[src/rtl/tlb_mem_arbiter_if.sv]
`default_nettype none
// ============================================================================
// tlb_port_if / mem_port_if
// ----------------------------------------------------------------------------
// Bus bundles for tlb_mem_arbiter.
//   tlb_port_if : one requester port (instruction or data tlb).
//       req, read, paddr[25:0], write_value[31:0]   requester -> arbiter
//       ack, read_value[31:0], err                  arbiter   -> requester
//   mem_port_if : the shared memory-controller port.
//       req, read, paddr[25:0], write_value[31:0]   arbiter -> memory
//       ack, read_value[31:0]                       memory  -> arbiter
// Revision: 1.0 - initial release
// ============================================================================

interface tlb_port_if;
    logic        req;
    logic        read;
    logic [25:0] paddr;
    logic [31:0] write_value;
    logic        ack;
    logic [31:0] read_value;
    logic        err;

    modport master (output req, read, paddr, write_value,
                    input  ack, read_value, err);
    modport slave  (input  req, read, paddr, write_value,
                    output ack, read_value, err);
endinterface

interface mem_port_if;
    logic        req;
    logic        read;
    logic [25:0] paddr;
    logic [31:0] write_value;
    logic        ack;
    logic [31:0] read_value;

    modport master (output req, read, paddr, write_value,
                    input  ack, read_value);
    modport slave  (input  req, read, paddr, write_value,
                    output ack, read_value);
endinterface

`default_nettype wire

[src/rtl/tlb_mem_arbiter.sv]
`default_nettype none
// ============================================================================
// tlb_mem_arbiter
// ----------------------------------------------------------------------------
// Shares one memory port between the instruction-tlb and data-tlb ports.
// One transaction at a time: IDLE -> BUSY -> DONE -> IDLE. Ties are broken
// round-robin (FIXED_PRIO=0) or always in favour of the instruction side
// (FIXED_PRIO=1). A watchdog aborts a BUSY phase that sees no mem ack for
// TO_CYCLES+1 cycles and reports it through err and the sticky timeout_flag.
// Ports:
//   clk, rst_n    clock / asynchronous active-low reset
//   i_side        instruction-side requester (tlb_port_if.slave)
//   d_side        data-side requester        (tlb_port_if.slave)
//   mem           memory controller port     (mem_port_if.master)
//   timeout_flag  sticky, set by any timeout, cleared only by reset
// All outputs are registered.
// Revision: 1.0 - initial release
// ============================================================================

module tlb_mem_arbiter #(
    parameter bit FIXED_PRIO = 1'b0,
    parameter int TO_W       = 8,
    parameter int TO_CYCLES  = 255
) (
    input  logic       clk,
    input  logic       rst_n,
    tlb_port_if.slave  i_side,
    tlb_port_if.slave  d_side,
    mem_port_if.master mem,
    output logic       timeout_flag
);

    localparam logic [TO_W-1:0] TO_LIMIT = TO_W'(TO_CYCLES);

    typedef enum logic [1:0] {
        ST_IDLE = 2'd0,
        ST_BUSY = 2'd1,
        ST_DONE = 2'd2
    } state_t;

    state_t            state, state_nxt;
    logic              grant_d, grant_d_nxt;          // 1 = data side owns the bus
    logic              last_grant_d, last_grant_d_nxt;
    logic [TO_W-1:0]   count, count_nxt;
    logic              mem_req_q, mem_req_nxt;
    logic              mem_read_q, mem_read_nxt;
    logic [25:0]       mem_paddr_q, mem_paddr_nxt;
    logic [31:0]       mem_wdata_q, mem_wdata_nxt;
    logic              i_ack_q, i_ack_nxt, i_err_q, i_err_nxt;
    logic [31:0]       i_rdata_q, i_rdata_nxt;
    logic              d_ack_q, d_ack_nxt, d_err_q, d_err_nxt;
    logic [31:0]       d_rdata_q, d_rdata_nxt;
    logic              timeout_q, timeout_nxt;

    logic              win_d;
    logic              fin;
    logic              fin_err;
    logic [31:0]       fin_rdata;

    // Data side wins when it is the only requester, or on a tie when
    // round-robin is selected and the instruction side was served last.
    assign win_d = d_side.req & ~(i_side.req & (FIXED_PRIO | last_grant_d));

    always_comb begin
        state_nxt        = state;
        grant_d_nxt      = grant_d;
        last_grant_d_nxt = last_grant_d;
        count_nxt        = count;
        mem_req_nxt      = mem_req_q;
        mem_read_nxt     = mem_read_q;
        mem_paddr_nxt    = mem_paddr_q;
        mem_wdata_nxt    = mem_wdata_q;
        timeout_nxt      = timeout_q;
        // Responses are single-cycle pulses; read data is zero outside them.
        i_ack_nxt        = 1'b0;
        i_err_nxt        = 1'b0;
        i_rdata_nxt      = 32'd0;
        d_ack_nxt        = 1'b0;
        d_err_nxt        = 1'b0;
        d_rdata_nxt      = 32'd0;
        fin              = 1'b0;
        fin_err          = 1'b0;
        fin_rdata        = 32'd0;

        case (state)
            ST_IDLE: begin
                if (i_side.req | d_side.req) begin
                    state_nxt     = ST_BUSY;
                    grant_d_nxt   = win_d;
                    count_nxt     = '0;
                    mem_req_nxt   = 1'b1;
                    mem_read_nxt  = win_d ? d_side.read        : i_side.read;
                    mem_paddr_nxt = win_d ? d_side.paddr       : i_side.paddr;
                    mem_wdata_nxt = win_d ? d_side.write_value : i_side.write_value;
                end
            end
            ST_BUSY: begin
                // A real ack wins over a watchdog expiry in the same cycle.
                if (mem.ack) begin
                    fin       = 1'b1;
                    fin_rdata = mem_read_q ? mem.read_value : 32'd0;
                end else if (count == TO_LIMIT) begin
                    fin         = 1'b1;
                    fin_err     = 1'b1;
                    timeout_nxt = 1'b1;
                end else begin
                    count_nxt = count + TO_W'(1);
                end
            end
            ST_DONE: begin
                state_nxt        = ST_IDLE;
                last_grant_d_nxt = grant_d;
            end
            default: begin
                state_nxt = ST_IDLE;
            end
        endcase

        if (fin) begin
            state_nxt   = ST_DONE;
            mem_req_nxt = 1'b0;
            if (grant_d) begin
                d_ack_nxt   = 1'b1;
                d_err_nxt   = fin_err;
                d_rdata_nxt = fin_rdata;
            end else begin
                i_ack_nxt   = 1'b1;
                i_err_nxt   = fin_err;
                i_rdata_nxt = fin_rdata;
            end
        end
    end

    always_ff @(posedge clk or negedge rst_n) begin
        if (!rst_n) begin
            state        <= ST_IDLE;
            grant_d      <= 1'b0;
            last_grant_d <= 1'b1;
            count        <= '0;
            mem_req_q    <= 1'b0;
            mem_read_q   <= 1'b0;
            mem_paddr_q  <= 26'd0;
            mem_wdata_q  <= 32'd0;
            i_ack_q      <= 1'b0;
            i_err_q      <= 1'b0;
            i_rdata_q    <= 32'd0;
            d_ack_q      <= 1'b0;
            d_err_q      <= 1'b0;
            d_rdata_q    <= 32'd0;
            timeout_q    <= 1'b0;
        end else begin
            state        <= state_nxt;
            grant_d      <= grant_d_nxt;
            last_grant_d <= last_grant_d_nxt;
            count        <= count_nxt;
            mem_req_q    <= mem_req_nxt;
            mem_read_q   <= mem_read_nxt;
            mem_paddr_q  <= mem_paddr_nxt;
            mem_wdata_q  <= mem_wdata_nxt;
            i_ack_q      <= i_ack_nxt;
            i_err_q      <= i_err_nxt;
            i_rdata_q    <= i_rdata_nxt;
            d_ack_q      <= d_ack_nxt;
            d_err_q      <= d_err_nxt;
            d_rdata_q    <= d_rdata_nxt;
            timeout_q    <= timeout_nxt;
        end
    end

    assign mem.req            = mem_req_q;
    assign mem.read           = mem_read_q;
    assign mem.paddr          = mem_paddr_q;
    assign mem.write_value    = mem_wdata_q;
    assign i_side.ack         = i_ack_q;
    assign i_side.err         = i_err_q;
    assign i_side.read_value  = i_rdata_q;
    assign d_side.ack         = d_ack_q;
    assign d_side.err         = d_err_q;
    assign d_side.read_value  = d_rdata_q;
    assign timeout_flag       = timeout_q;

endmodule

`default_nettype wire
[src/flat_wrapper.sv]
// flat-port wrapper written by rule: the top's interface ports become plain ports
module tlb_mem_arbiter_flat 
#(
    parameter bit FIXED_PRIO = 1'b0,
    parameter int TO_W       = 8,
    parameter int TO_CYCLES  = 255
)
  (clk, rst_n, timeout_flag, i_side_req, i_side_read, i_side_paddr, i_side_write_value, i_side_ack, i_side_read_value, i_side_err, d_side_req, d_side_read, d_side_paddr, d_side_write_value, d_side_ack, d_side_read_value, d_side_err, mem_req, mem_read, mem_paddr, mem_write_value, mem_ack, mem_read_value);
  tlb_port_if i_side_i ();
  tlb_port_if d_side_i ();
  mem_port_if mem_i ();
  input  logic clk;
  input  logic rst_n;
  output logic timeout_flag;
  input wire logic [$bits(i_side_i.req)-1:0] i_side_req;
  input wire logic [$bits(i_side_i.read)-1:0] i_side_read;
  input wire logic [$bits(i_side_i.paddr)-1:0] i_side_paddr;
  input wire logic [$bits(i_side_i.write_value)-1:0] i_side_write_value;
  output wire logic [$bits(i_side_i.ack)-1:0] i_side_ack;
  output wire logic [$bits(i_side_i.read_value)-1:0] i_side_read_value;
  output wire logic [$bits(i_side_i.err)-1:0] i_side_err;
  input wire logic [$bits(d_side_i.req)-1:0] d_side_req;
  input wire logic [$bits(d_side_i.read)-1:0] d_side_read;
  input wire logic [$bits(d_side_i.paddr)-1:0] d_side_paddr;
  input wire logic [$bits(d_side_i.write_value)-1:0] d_side_write_value;
  output wire logic [$bits(d_side_i.ack)-1:0] d_side_ack;
  output wire logic [$bits(d_side_i.read_value)-1:0] d_side_read_value;
  output wire logic [$bits(d_side_i.err)-1:0] d_side_err;
  output wire logic [$bits(mem_i.req)-1:0] mem_req;
  output wire logic [$bits(mem_i.read)-1:0] mem_read;
  output wire logic [$bits(mem_i.paddr)-1:0] mem_paddr;
  output wire logic [$bits(mem_i.write_value)-1:0] mem_write_value;
  input wire logic [$bits(mem_i.ack)-1:0] mem_ack;
  input wire logic [$bits(mem_i.read_value)-1:0] mem_read_value;
  assign i_side_i.req = i_side_req;
  assign i_side_i.read = i_side_read;
  assign i_side_i.paddr = i_side_paddr;
  assign i_side_i.write_value = i_side_write_value;
  assign i_side_ack = i_side_i.ack;
  assign i_side_read_value = i_side_i.read_value;
  assign i_side_err = i_side_i.err;
  assign d_side_i.req = d_side_req;
  assign d_side_i.read = d_side_read;
  assign d_side_i.paddr = d_side_paddr;
  assign d_side_i.write_value = d_side_write_value;
  assign d_side_ack = d_side_i.ack;
  assign d_side_read_value = d_side_i.read_value;
  assign d_side_err = d_side_i.err;
  assign mem_req = mem_i.req;
  assign mem_read = mem_i.read;
  assign mem_paddr = mem_i.paddr;
  assign mem_write_value = mem_i.write_value;
  assign mem_i.ack = mem_ack;
  assign mem_i.read_value = mem_read_value;
  tlb_mem_arbiter #(.FIXED_PRIO(FIXED_PRIO), .TO_W(TO_W), .TO_CYCLES(TO_CYCLES)) u_core (.clk(clk), .rst_n(rst_n), .i_side(i_side_i), .d_side(d_side_i), .mem(mem_i), .timeout_flag(timeout_flag));
endmodule
[config.mk]
export PLATFORM = sky130hd
export DESIGN_NAME = tlb_mem_arbiter_flat
export DESIGN_NICKNAME = d
export VERILOG_FILES = /design/src/rtl/tlb_mem_arbiter_if.sv /design/src/rtl/tlb_mem_arbiter.sv /design/src/flat_wrapper.sv
export SDC_FILE = /design/constraint.sdc
export NUM_CORES = 1
export LEC_CHECK = 0
export CORE_UTILIZATION = 43
export DETAILED_ROUTE_END_ITERATION = 7
export GPL_ROUTABILITY_DRIVEN = 0
export PLACE_DENSITY_LB_ADDON = 0.2
export SYNTH_ARGS = -nofsm -noshare
export SYNTH_HDL_FRONTEND = slang
export SYNTH_SLANG_ARGS = --single-unit
export TNS_END_PERCENT = 10
[constraint.sdc]
create_clock -name clk -period 2.9 [get_ports clk]
set_input_delay 0.58 -clock clk [delete_from_list [all_inputs] [get_ports clk]]
set_output_delay 0.58 -clock clk [all_outputs]
set_load 0.01 [all_outputs]
==> impl_metrics.tcl, run 1 <==
set metrics [dict create \
    num_rows 41 \
    worstReg2RegEnd "u_core.count[1]" \
    clkTransAtPathRegs_ns 0.06 \
    hold_buffers 0 \
    final.fill_count 855 \
    maxCapViolCount 0 \
    fin_crit_sh_pct 69.37 \
    synth_cell_types 40 \
    synth_cells 503 \
    synthAdderAreaFrac_pct 0.2262 \
    endpoint_kind "flip-flop" \
    cts_setup_buffers 0 \
    critPathMaxFanout 56 \
    synth_flop_cell "dfrtp_1" \
    synthMuxAreaShare_pct 11.24 \
    final_hold_viol_count 0 \
    fp.dieW_um 115.4 \
    syn2layout_area_growth_pct 66.31 \
    ctsHtreeMaxLevel 4 \
    holdWs_ns 0.1076 \
    root_buffer "clkbuf_16" \
    grt_pass1_vias 4856 \
    grt_max_degree 78 \
    synth-seq-cells 141 \
    yosys_warnings 0 \
    irDropWorstVdd_mv 0.4623 \
    p_leak_nw 4.065 \
    fin_tns_setup_ns 0 \
    wirelength_um 15720 \
    dr_total_vias 4693 \
    grt_pass1_wl_um 24550 \
    clock_path_buffers 2 \
    die_h_um 115.4 \
    tightest_slew_ns 0.5079 \
    final_antenna_net_count 0 \
    r2r_cells 6 \
    cts_tree "yes" \
    period_needed_ns 2.012 \
    setup_viol 0 \
    cp_top_family "buffers and inverters" \
    dr.pass1.iters 6 \
    multi_input_area_um2 1869 \
    criticalPathCategory "in2reg" \
    power_density_nw_per_um2 818.6 \
    wl_per_cell_um 16.26 \
    synth_top_family_by_area "simple AND/OR/NAND/NOR gates" \
    synth_area_um2 5530 \
    yosysSeqAreaShare_pct 63.82 \
    cp.arrival_ns 2.29 \
    die-area_um2 13320 \
    syn_nets 659 \
    slowest_stage "clkdlybuf4s50_1" \
    layout.nets 938 \
    yosys.area_share.simple_pct 13.85 \
    grt_usage_pct 24.55 \
    first_iter_violations 292 \
    hpwl_um 11200 \
    insertion_delay_ns 0.41 \
    cp_data_required_time_ns 3.18 \
    synthArstFlopShare_pct 100.0 \
    synth_compound_area_share_pct 8.077 \
    synth_xor_area_share_pct 0 \
    cp_cell_sequence "clkdlybuf4s50_1 -> a21boi_4 -> buf_12 -> mux2i_1 -> o21ai_0" \
    min_path_type "in2async" \
    skew_ns 0.006702 \
    crit_buf_inv 2 \
    antenna_found_initial 0 \
    seqCellArea_um2 3530 \
    drive_gt1_share_pct 6.792 \
    numCtsBuffers 17 \
    ioPinCount 284 \
    drc 0 \
    grt_remaining_overflow 0 \
    start_util_pct 44.00 \
    max_stage_delay_ns 0.56 \
    core_area_um2 12570 \
    slew_viol_final 0 \
    cts_resized 0 \
    io_buffers 283 \
    max_freq_mhz 497.1 \
    via_per_inst 4.853 \
    rrSetupSlack_ns 1.06 \
    avgSynthCellArea_um2 10.99 \
    run_status "finished, final reports clean" \
    r2r_start "u_core.count[0]" \
    cp-start-kind "input pin" \
    synth_edf_count 0 \
    grt_setup_unrepaired "no" \
    max-slew-margin-rel_pct 66.14 \
    cts_sinks 141 \
    diodes 0 \
]
worst max path at each step:
stage	startpoint	end	slack, ns	depth (start not counted)
after global placement	d_side_req	u_core.mem.paddr[1]	0.53	5
after global routing	d_side_req	u_core.mem.paddr[1]	0.83	5
after floorplan	u_core.count[0]	u_core.count[1]	1.25	7
final	d_side_req	u_core.mem.paddr[1]	0.89	5
after CTS	d_side_req	u_core.mem.paddr[1]	0.90	5
after detailed placement	d_side_req	u_core.mem.paddr[1]	0.45	5
logic make-up (layout without fill, tap and decap cells):
| kind of cell | Yosys count | after routing |
|---|---|---|
| fa+ha+maj | 1 | 1 |
| simple gates | 186 | 186 |
| flops | 141 | 141 |
| mux | 62 | 62 |
| compound gates | 76 | 76 |
| buf+inv | 37 | 329 |
worst register-to-register path: cells and delay by family (launching register included):
kind,cells,cell delay [ns]
flip-flops,1,0.38
adder cells (fa/ha/maj),1,0.24
AND/OR/NAND/NOR,2,0.74
buffers and inverters,1,0.05
multiplexers,1,0.12
AO/OA/AOI/OAI,1,0.19
final cells by class:
cell class | count | area share, %
Timing Repair Buffer | 292 | 31.95
Sequential cell | 141 | 38.38
Tap cell | 172 | 2.340
Multi-Input combinational cell | 325 | 20.32
Clock buffer | 18 | 4.666
Clock inverter | 14 | 2.109
Inverter | 5 | 0.2313
state kept, by name, indices dropped and copies added, names as in the netlist:
name                      count
u_core.state                  2
u_core.last_grant_d           1
u_core.mem.read               1
u_core.d_side.read_value     32
u_core.mem.req                1
u_core.i_side.err             1
u_core.i_side.ack             1
u_core.timeout_flag           1
u_core.grant_d                1
u_core.count                  8
u_core.i_side.read_value     32
u_core.mem.write_value       32
u_core.d_side.ack             1
u_core.mem.paddr             26
u_core.d_side.err             1
routing by layer:
layer,share of wire [%],global-route usage (%),vias up
li1,-,-,2220
met1,36,26.34,2241
met2,53,43.71,204
met3,9.0,9.014,28
met4,2.0,9.784,0
met5,0,0,-
synth_stat cells, types with 2 or more instances:
cell / number / area share (%)
nand3_1: 5 / 0.45
inv_1: 4 / 0.27
o21ai_0: 59 / 5.3
o21bai_1: 2 / 0.27
nor3b_1: 3 / 0.41
nor3_1: 2 / 0.18
nand2b_1: 2 / 0.23
clkbuf_1: 24 / 1.6
nor4_1: 2 / 0.23
o211a_1: 2 / 0.36
buf_2: 7 / 0.63
and2_1: 2 / 0.23
nand2_1: 96 / 6.5
a211o_2: 2 / 0.36
dfrtp_1: 140 / 63
nor2b_1: 2 / 0.23
mux2i_1: 61 / 11
nor2_1: 66 / 4.5
report_power, final:
part / switching, W / internal (W) / total, W
clock network: 0.000826 / 0.00144 / 0.00227
registers: 0.000289 / 0.00245 / 0.00274
logic: 0.00122 / 0.00130 / 0.00252
total: 0.00234 / 0.00519 / 0.00753
cell usage in the layout, fill, tap and decap left out, types with 3 or more instances in the layout:
cell               n
buf_4              6
clkdlybuf4s50_1  282
buf_12             3
bufinv_16          4
clkinv_2           3
inv_1              4
nor3b_1            3
clkbuf_16         17
nand3_1            5
nand2_1           96
dfrtp_1          140
mux2i_1           61
clkinv_4           4
nor2_1            66
o21ai_0           59
metrics by stage:
stage | power, W | utilization [%] | area (um^2) | worst slack [ns] | cells
after floorplan | 0.003834 | - | 5530 | 1.253 | 503
after global placement | 0.005223 | 68.22 | 8574 | 0.5270 | 935
after detailed placement | 0.005298 | 68.22 | 8574 | 0.4455 | 935
after CTS | 0.007604 | 73.18 | 9198 | 0.9021 | 967
after global routing | 0.007946 | 73.18 | 9198 | 0.8255 | 967
final | 0.007529 | 73.18 | 9198 | 0.8882 | 967
Note: power is estimated with default switching activity, not from simulation.
==> inputs of run 2 (changes only) <==
--- a/config.mk
+++ b/config.mk
@@ -5,7 +5,7 @@
 export SDC_FILE = /design/constraint.sdc
 export NUM_CORES = 1
 export LEC_CHECK = 0
-export CORE_UTILIZATION = 43
+export CORE_UTILIZATION = 40
 export DETAILED_ROUTE_END_ITERATION = 7
 export GPL_ROUTABILITY_DRIVEN = 0
 export PLACE_DENSITY_LB_ADDON = 0.2
==> constraint.sdc (replaced) <==
create_clock -name clk -period 2.05 [get_ports clk]
set_input_delay 0.41 -clock clk [delete_from_list [all_inputs] [get_ports clk]]
set_output_delay 0.41 -clock clk [all_outputs]
set_load 0.01 [all_outputs]
==> impl_metrics.tcl, run 2 (synthesized netlist as in run 1, its figures left out) <==
set metrics [dict create \
    run_status "finished, final reports clean" \
    cts_setup_buffers 0 \
    clock_path_buffers 2 \
    root_buffer "clkbuf_16" \
    final_antenna_net_count 0 \
    worstReg2RegEnd "u_core.count[1]" \
    io_buffers 283 \
    start_util_pct 41.43 \
    fin_crit_sh_pct 91.59 \
    maxCapViolCount 0 \
    die_h_um 119.6 \
    cp.arrival_ns 2.17 \
    first_iter_violations 195 \
    grt_pass1_vias 5026 \
    cts_sinks 141 \
    skew_ns 0.008502 \
    fp.dieW_um 119.6 \
    min_path_type "reg2reg" \
    cts_tree "yes" \
    insertion_delay_ns 0.41 \
    grt_setup_unrepaired "no" \
    final_hold_viol_count 0 \
    fin_tns_setup_ns 0 \
    irDropWorstVdd_mv 0.7130 \
    wirelength_um 15360 \
    drive_gt1_share_pct 7.940 \
    wl_per_cell_um 15.64 \
    endpoint_kind "flip-flop" \
    numCtsBuffers 17 \
    grt_pass1_wl_um 24740 \
    syn2layout_area_growth_pct 67.94 \
    r2r_start "u_core.count[0]" \
    die-area_um2 14300 \
    r2r_cells 6 \
    critPathMaxFanout 7 \
    max-slew-margin-rel_pct 69.53 \
    diodes 0 \
    period_needed_ns 1.878 \
    clkTransAtPathRegs_ns 0.06 \
    slew_viol_final 0 \
    finalNonFillerCells 982 \
    cp-start-kind "flip-flop" \
    ioPinCount 284 \
    setup_viol 0 \
    cp_data_required_time_ns 2.35 \
    antenna_found_initial 0 \
    power_density_nw_per_um2 1118 \
    min-delay-start "u_core.mem.paddr[4]" \
    core_area_um2 13350 \
    drc 0 \
    grt_remaining_overflow 0 \
    layout.nets 949 \
    hold_path_end "u_core.mem.paddr[4]" \
    grt_usage_pct 22.41 \
    criticalPathCategory "reg2reg" \
    hpwl_um 11410 \
    tightest_slew_ns 0.4570 \
    max_freq_mhz 532.6 \
    ctsHtreeMaxLevel 4 \
    num_rows 42 \
    holdPathStages 2 \
    mostFrequentLayoutCells "clkdlybuf4s50_1, dfrtp_1, nand2_1, nor2_1, mux2i_1" \
    dr.pass1.iters 4 \
    layout_commonest_cell "clkdlybuf4s50_1" \
    dp_cells 949 \
    p_leak_nw 4.102 \
    via_per_inst 4.773 \
    rrSetupSlack_ns 0.17 \
    dr_total_vias 4687 \
    grt_max_degree 73 \
]
## run 2: changes by cell type in the layout (fill, tap and decap cells not counted)
cell	delta
buf_12	+6
buf_4	+4
inv_6	+2
clkinvlp_4	+3
clkinv_2	+2
clkinv_4	-4
dlygate4sd3_1	+1
bufinv_16	-3
## run 2: area by class of cell
type	instances	area, um^2
Fill cell	982	4060
Sequential cell	141	3530
Inverter	5	21.27
Clock buffer	18	429.2
Clock inverter	14	118.9
Multi-Input combinational cell	325	1869
Tap cell	176	220.2
Timing Repair Buffer	303	3099
## run 2: metal layers
| metal | vias up | part of all wire [%] | global-route usage, % | routed length [um] |
|---|---|---|---|---|
| li1 | 2255 | - | - | - |
| met1 | 2204 | 39 | 24.94 | 5926 |
| met5 | - | 0 | 0 | 0 |
| met2 | 206 | 51 | 39.63 | 7876 |
| met4 | 0 | 1.9 | 8.672 | 296 |
| met3 | 22 | 8.2 | 7.224 | 1256 |
## run 2: power by group
part | internal, W | switching (W) | leakage [nW]
logic | 0.00194 | 0.00175 | 1.99
registers | 0.00347 | 0.000404 | 1.85
clock network | 0.00166 | 0.00116 | 0.259
total | 0.00707 | 0.00331 | 4.10
## run 2: worst max path at each step
| stage | endpoint | startpoint | slack (ns) |
|---|---|---|---|
| 2_1_floorplan | u_core.count[1] | u_core.count[0] | 0.40 |
| 3_3_place_gp | u_core.mem.paddr[14] | i_side_req | 0.11 |
| 3_5_place_dp | u_core.mem.write_value[12] | i_side_req | 0.02 |
| 4_1_cts | u_core.count[1] | u_core.count[0] | 0.17 |
| 5_1_grt | u_core.count[1] | u_core.count[0] | 0.06 |
| 6_report | u_core.count[1] | u_core.count[0] | 0.17 |
## run 2: worst max-delay path, stage by stage, from the launching register on
cell and delay [ns]:
dfrtp_1 0.39, ha_1 0.26, nand3_1 0.11, or4b_1 0.64, o21ai_4 0.19, inv_4 0.05, mux2i_1 0.11
## run 2: what timing repair did
| action | in CTS | in global routing |
|---|---|---|
| hold buffers | 1 | 0 |
| endpoints found under the hold margin | 43 | 0 |
| resized for setup | 0 | 0 |
## run 2: through the flow
stage               worst slack (ns)  util [%]  cell area (um^2)  hold WS (ns)  total power, W
floorplan                     0.4028         -              5530        0.1144        0.005424
global placement              0.1084     65.40              8730        0.3731        0.007521
detailed placement           0.01990     65.40              8730        0.3794        0.007635
CTS                           0.1687     69.58              9288        0.4812         0.01051
global route                 0.05589     69.58              9288        0.5030         0.01097
finish                        0.1723     69.58              9288        0.4779         0.01038
